$ cat config.mk
export PLATFORM = sky130hd
export DESIGN_NAME = axi_channel_perf_monitor
export DESIGN_NICKNAME = d
export VERILOG_FILES = /design/src/rtl/axi_channel_perf_monitor.sv
export SDC_FILE = /design/constraint.sdc
export NUM_CORES = 2
export LEC_CHECK = 0
export BUFFER_PORTS_ARGS = -buffer_cell sky130_fd_sc_hd__clkbuf_2
export CAP_MARGIN = 30
export CORE_MARGIN = 3
export CORE_UTILIZATION = 60
export DETAILED_ROUTE_END_ITERATION = 10
export PLACE_DENSITY_LB_ADDON = 0.25
export SLEW_MARGIN = 20
export SYNTH_ARGS = -nofsm -noshare
export SYNTH_HDL_FRONTEND = slang
export SYNTH_SLANG_ARGS = --single-unit
$ cat constraint.sdc
create_clock -name clk -period 9.53 [get_ports clk]
set_input_delay 2.3825 -clock clk [delete_from_list [all_inputs] [get_ports clk]]
set_output_delay 2.3825 -clock clk [all_outputs]
set_load 0.1 [all_outputs]
$ cat src/rtl/axi_channel_perf_monitor.sv
// Passive per-channel valid/ready monitor: transfer/stall/burst/max-stall counters plus sticky protocol errors.
// Readout and err_any are registered with 1-cycle latency. The monitor never drives or backpressures the bus.
module axi_channel_perf_monitor #(
  parameter int NUM_CH        = 4,
  parameter int PAYLOAD_WIDTH = 64,
  parameter int CNT_WIDTH     = 32,
  parameter int STALL_TIMEOUT = 256
) (
  input  logic                                      clk,
  input  logic                                      rst,
  input  logic [NUM_CH-1:0]                         ch_valid,
  input  logic [NUM_CH-1:0]                         ch_ready,
  input  logic [NUM_CH-1:0]                         ch_last,
  input  logic [NUM_CH*PAYLOAD_WIDTH-1:0]           ch_payload,
  input  logic                                      clear,
  input  logic [((NUM_CH > 1) ? $clog2(NUM_CH) : 1)-1:0] sel,
  output logic [CNT_WIDTH-1:0]                      rd_xfer_cnt,
  output logic [CNT_WIDTH-1:0]                      rd_stall_cnt,
  output logic [CNT_WIDTH-1:0]                      rd_burst_cnt,
  output logic [CNT_WIDTH-1:0]                      rd_max_stall,
  output logic [2:0]                                rd_err,
  output logic                                      err_any
);

  typedef logic [CNT_WIDTH-1:0] cnt_t;

  // err = {timeout, payload_change, valid_drop}
  typedef struct packed {
    cnt_t       xfer;
    cnt_t       stall;
    cnt_t       burst;
    cnt_t       max_stall;
    logic [2:0] err;
  } ch_stat_t;

  typedef enum logic {
    ST_IDLE  = 1'b0,
    ST_STALL = 1'b1
  } state_t;

  localparam logic [CNT_WIDTH:0] TIMEOUT_EXT = (CNT_WIDTH + 1)'(STALL_TIMEOUT);

  function automatic cnt_t sat_inc(input cnt_t x);
    return (&x) ? x : x + CNT_WIDTH'(1);
  endfunction

  ch_stat_t stat_all [NUM_CH];

  for (genvar i = 0; i < NUM_CH; i++) begin : g_ch
    state_t                   state_q, state_d;
    ch_stat_t                 st_q, st_d;
    cnt_t                     run_q, run_d, run_inc;
    logic [PAYLOAD_WIDTH-1:0] cap_q, cap_d, pay;
    logic                     v, r, l;

    assign v   = ch_valid[i];
    assign r   = ch_ready[i];
    assign l   = ch_last[i];
    assign pay = ch_payload[i*PAYLOAD_WIDTH +: PAYLOAD_WIDTH];
    assign run_inc = sat_inc(run_q);

    always_comb begin
      state_d = state_q;
      st_d    = st_q;
      run_d   = run_q;
      cap_d   = cap_q;

      if (v && r) begin
        st_d.xfer = sat_inc(st_q.xfer);
        if (l) st_d.burst = sat_inc(st_q.burst);
      end
      if (v && !r) st_d.stall = sat_inc(st_q.stall);

      case (state_q)
        ST_IDLE: begin
          if (v && !r) begin
            state_d = ST_STALL;
            cap_d   = pay;
            run_d   = CNT_WIDTH'(1);
          end
        end
        ST_STALL: begin
          if (v && !r) begin
            run_d = run_inc;
            if (pay != cap_q) st_d.err[1] = 1'b1;
            if ({1'b0, run_inc} == TIMEOUT_EXT && run_inc != run_q) st_d.err[2] = 1'b1;
          end else begin
            // Leaving the stall, either by a transfer or by valid being withdrawn.
            state_d = ST_IDLE;
            run_d   = '0;
            if (run_q > st_q.max_stall) st_d.max_stall = run_q;
            if (!v) st_d.err[0] = 1'b1;
          end
        end
        default: state_d = ST_IDLE;
      endcase
    end

    always_ff @(posedge clk) begin
      if (rst || clear) begin
        state_q <= ST_IDLE;
        st_q    <= '0;
        run_q   <= '0;
        cap_q   <= '0;
      end else begin
        state_q <= state_d;
        st_q    <= st_d;
        run_q   <= run_d;
        cap_q   <= cap_d;
      end
    end

    assign stat_all[i] = st_q;
  end

  logic any_err;
  always_comb begin
    any_err = 1'b0;
    for (int i = 0; i < NUM_CH; i++) any_err = any_err | (|stat_all[i].err);
  end

  always_ff @(posedge clk) begin
    if (rst) begin
      rd_xfer_cnt  <= '0;
      rd_stall_cnt <= '0;
      rd_burst_cnt <= '0;
      rd_max_stall <= '0;
      rd_err       <= '0;
      err_any      <= 1'b0;
    end else begin
      if (32'(sel) < NUM_CH) begin
        rd_xfer_cnt  <= stat_all[sel].xfer;
        rd_stall_cnt <= stat_all[sel].stall;
        rd_burst_cnt <= stat_all[sel].burst;
        rd_max_stall <= stat_all[sel].max_stall;
        rd_err       <= stat_all[sel].err;
      end else begin
        rd_xfer_cnt  <= '0;
        rd_stall_cnt <= '0;
        rd_burst_cnt <= '0;
        rd_max_stall <= '0;
        rd_err       <= '0;
      end
      err_any <= any_err;
    end
  end

endmodule
Yosys cells after proc, flatten, opt, wreduce, memory -nomap -nowiden. Cells that the tools add are included.

Register bits after elaboration: 1044. Bits of input ports: 273. Word-level logic and storage cells: 203.

Add/sub/neg operators: 16. Order comparisons: 5. Eq/ne operators: 16. Muxes and demuxes: 23. Bitwise logic cells: 28. Reductions and logical operators: 69.

Operator list (count): adder 32 x 1 -> 32 bit, second input constant (16); AND reduction 32 bit (16); two-way mux 32 bit (12); binary-select mux 131 bit (select 2 bit) (1); two-way mux 131 bit (2); != test 64 bit (4); case mux 32 bit (2 select lines) (4); == test 32 x 9 -> 1 bit, second input constant (4); greater-than comparator 32 bit (4); != test 32 bit (4); AND reduction 3 bit (20); NOT 1 bit (24); AND reduction 2 bit (12); logical AND 1 bit (12); OR reduction 3 bit (4); != test 2 bit, second input constant (4); zero test 1 bit (4); two-way mux 1 bit (4); greater-or-equal comparator 3 bit, second input constant (1); NOT 2 -> 3 bit (1); bitwise OR 1 bit (3); logical OR 1 bit (1).

Longest topological paths before layout.
Word-level depth: 5. Gate-level depth with buffers: 11.

Least setup slack after synthesis. OpenSTA, ideal clock, no wires.

Path type: input port to flip-flop. Start: in sel[1] (netlist name). End: reg rd_xfer_cnt[23]. Library setup time: 0.128 ns. Data arrival time: 4.138 ns. Required time: 9.402 ns. Path slack: 5.264 ns. Cell stages on the path: 6. Cell sequence: clkbuf_1 > clkbuf_1 > buf_1 > clkbuf_1 > mux4_2 > nor2b_1.

Word-level cells in the longest chain between the ends: 4.

RTL lines: start: declaration (RTL line 16) `input logic [((NUM_CH > 1) ? $clog2(NUM_CH) : 1)-1:0] sel,`; NOT 2 -> 3 bit (implied by the code) (RTL line 132) `rd_xfer_cnt <= stat_all[sel].xfer;`; binary-select mux 131 bit (select 2 bit) (RTL line 132); two-way mux 131 bit (2 in a row); end signal: assignment (RTL line 132); end: declaration (RTL line 17) `output logic [CNT_WIDTH-1:0] rd_xfer_cnt,`.

No other way between the ends. The select of a mux whose other input is x is not followed. A chain may end at the register's enable or synchronous reset.

Final worst setup path.
Start: in rst. End: reg g_ch[2].st_q[129] (netlist name).

Word-level cells in the longest chain between the ends: 1.

RTL lines: start: declaration (RTL line 10) `input logic rst,`; logical OR 1 bit (RTL line 100) `if (rst || clear) begin`; end signal: assignment (RTL line 107) `st_q <= st_d;`; end: declaration (RTL line 51) `ch_stat_t st_q, st_d;`.

No other way between the ends.

==> impl_metrics.ini <==
[outcome]
status = completed

[worst_setup_path]
cp.required_ps = 10120
cpMostUsedCell = buf_4
cp-start-kind = primary input
crit_chain = buf_4 -> or2_4 -> buf_4 -> buf_16 -> buf_4 -> or4_1 -> nand2_1
critPathArrivalTime_ps = 5820
cp_slowest_cell = buf_4
crit_path_max_fanout = 88
cpPeakStageDelay_ps = 780
path_class = primary input to flop
cp-end-kind = flop

[detailed_routing]
drc = 0
drt-initial-drc-count = 4181
vias_per_cell = 5.95
wl_um = 147000
routed-via-count = 46300
antenna_left = 0
post_drt_wl_per_cell_um = 18.9
first_pass_iters = 6

[sta]
finalMaxSlewViolations = 0
fmax_ghz = 0.191
finalCritPeriodShare_pct = 54.8
tightestPinTransition_ps = 1080
rsz0062_at_grt = false
period_needed_ps = 5230
setup_viol = 0
maxSlewHeadroom_pct = 28.3
skew_ps = 22.8
fin_ws_ps = 4300
final-hold-violation-count = 0
setup_tns_ps = 0

[synthesis]
syn_area_um2 = 53000
synth_top_family_by_area = simple AND/OR/NAND/NOR gates
muxShareOfSynthArea_pct = 7.01
ys_seq_area_share_pct = 39.5
ys_warn_count = 0
ys_types = 81
synthFlopType = dfxtp_1
synth_nets = 6759
yosys.area_share.simple_pct = 25.3
syn_inst = 6342
synthXorXnorAreaFrac_pct = 10.4
synth_compound_area_share_pct = 10.2
avgSynthCellArea_um2 = 8.35
synth_top_area_share_pct = 39.5
synth_edf_count = 0
synth-adder-area-share_pct = 3.40
synth_area_leader_cell = dfxtp_1
synthTopCellsByCount = dfxtp_1 (1044), nand2_1 (1018), nor2_1 (591)
synth.area.top_cells = dfxtp_1 (39%), nand2_1 (7.2%), xnor2_1 (7.0%), mux4_2 (5.6%), a21oi_1 (4.2%)
synth_most_common_cell = dfxtp_1
async_flop_share_pct = 0
ys_ff_latch = 1044

[clocking]
clockBufferDepth = 3
cts_setup_buffers = 0
clk_latency_ps = 710
cts_made_buffers = 110
htreeDepth = 3
cts_resized = 0
postCtsHoldBufs = 0
clk_pin_slew_ps = 60
cts_tree = done
cts_root_buffer = clkbuf_16
cts_sinks = 1044

[min_path]
hold_class = flop to flop

[global_routing]
grt_usage_pct = 31.2
grt_pass1_vias = 43600
antenna_found_initial = 13
grt_pass1_wl_um = 232000
grt_max_degree = 275
grt_overflow = 0

[placed_design]
portBuffers = 404
gp_congestion = 0.952
pre_cts_ws_ps = 3510
dp_hpwl_um = 103000
postPlaceCellArea_um2 = 55500

[layout]
finish.instance_area_um2 = 59400
drive_gt1_share_pct = 12.3
nets = 6947
final_util_pct = 68.2
syn_to_final_growth_pct = 12.2

[job]
maxCapViolCount = 0

[die]
pin_count = 405
core_um2 = 87200
start_util_pct = 60.8
dieArea_um2 = 91900
fp.dieH_um = 303
rows = 108
die_w_um = 303

[power]
power.internal_mw = 7.27
seqPwrFrac_pct = 46.8
vdd_ir_drop_max_uv = 166
power.total_mw = 9.43
power_frac_clock_pct = 48.4
p_leak_nw = 20.4
combPwrFrac_pct = 4.8
p_sw_share_pct = 22.8
net-switching-power_mw = 2.15
powerDensity_nw_per_um2 = 159
-- state kept, by name (all words and copies together), names as in the netlist --
signal,cells
rd_stall_cnt,32
g_ch.st_q,524
g_ch.run_q,128
rd_err,3
g_ch.cap_q,256
err_any,1
rd_burst_cnt,32
rd_xfer_cnt,32
g_ch.state_q,4
rd_max_stall,32
-- cell type report --
cell class | count | area, um^2
multi-input cells | 4728 | 30000
fillers | 7103 | 27700
flip-flops and latches | 1044 | 20900
clock buffers | 157 | 3200
repair buffers | 453 | 2530
well taps | 1155 | 1450
inverters | 193 | 724
clock inverters | 45 | 657
diodes | 7 | 17.5
-- cells in the final DEF, fill, tap and decap left out, types with 16 or more instances in the layout --
cell type,synthesis,layout
ha_1,144,144
buf_4,5,36
nand2_1,1018,1017
or3_1,76,76
a22oi_1,21,21
and4_1,64,64
nor2_1,591,586
nand4_1,230,230
a311oi_1,39,39
clkinv_2,0,17
nand3_1,275,275
nor2b_1,146,146
a211oi_1,20,20
a21oi_1,448,448
and3_1,90,90
or4_1,19,19
inv_1,193,193
a21o_1,43,43
clkbuf_1,323,21
o31ai_1,16,16
xnor2_1,421,421
nor3_1,106,105
dfxtp_1,1044,1044
nor4_1,80,79
and2_1,41,41
o21ai_0,231,231
mux4_2,131,131
clkbuf_2,1,401
clkbuf_8,0,26
mux2i_1,76,76
xor2_1,207,207
clkbuf_16,0,111
a31oi_1,37,35
-- critical path: cells and delay by family --
kind | cells | cell delay [ps]
buffers and inverters | 4 | 2220
and+or+nand+nor | 3 | 980
-- metrics by stage --
| stage | hold WS, ps | instances |
|---|---|---|
| after floorplan | 435 | 6342 |
| after global placement | 454 | 7557 |
| after detailed placement | 459 | 7564 |
| after CTS | 466 | 7766 |
| after global routing | 480 | 7778 |
| final | 464 | 7782 |
-- layer usage --
| layer | vias to the layer above | global-route usage, % | wire length [um] |
|---|---|---|---|
| met5 | - | 0 | 74 |
| met1 | 22000 | 40.3 | 59900 |
| met4 | 12 | 11.9 | 5600 |
| met2 | 1577 | 51.5 | 69300 |
| li1 | 22400 | - | - |
| met3 | 334 | 6.50 | 11900 |
-- path summary, 6_finish.rpt --
| path | from | slack, ps | endpoint | cells after the start |
|---|---|---|---|---|
| worst max-delay path | rst | 4300 | g_ch[2].st_q[129]$_SDFFE_PP0P_ | 7 |
| worst min-delay path | g_ch[3].cap_q[35]$_SDFFE_PP0P_ | 460 | g_ch[3].cap_q[35]$_SDFFE_PP0P_ | 2 |
| worst min register to register | g_ch[3].cap_q[35]$_SDFFE_PP0P_ | 460 | g_ch[3].cap_q[35]$_SDFFE_PP0P_ | 2 |
| worst max register to register | g_ch[0].run_q[1]$_SDFFE_PP0P_ | 5730 | g_ch[0].st_q[2]$_SDFFE_PP0P_ | 9 |
-- power by group through the flow --
| stage | sequential [mW] | combinational (mW) | clock, mW |
|---|---|---|---|
| CTS | 4.41 | 0.451 | 4.63 |
| global route | 4.41 | 0.499 | 4.78 |
| floorplan | 4.51 | 0.286 | 0 |
| global placement | 4.51 | 0.441 | 0 |
| finish | 4.41 | 0.455 | 4.56 |
| detailed placement | 4.51 | 0.449 | 0 |
-- logic make-up after synthesis --
| kind of cell | count (synthesis) |
|---|---|
| simple gates | 2807 |
| flops | 1044 |
| compound gates | 942 |
| xor+xnor | 628 |
| buf+inv | 570 |
| mux | 207 |
| fa+ha+maj | 144 |
No activity file was read; power rests on OpenSTA's default activity.
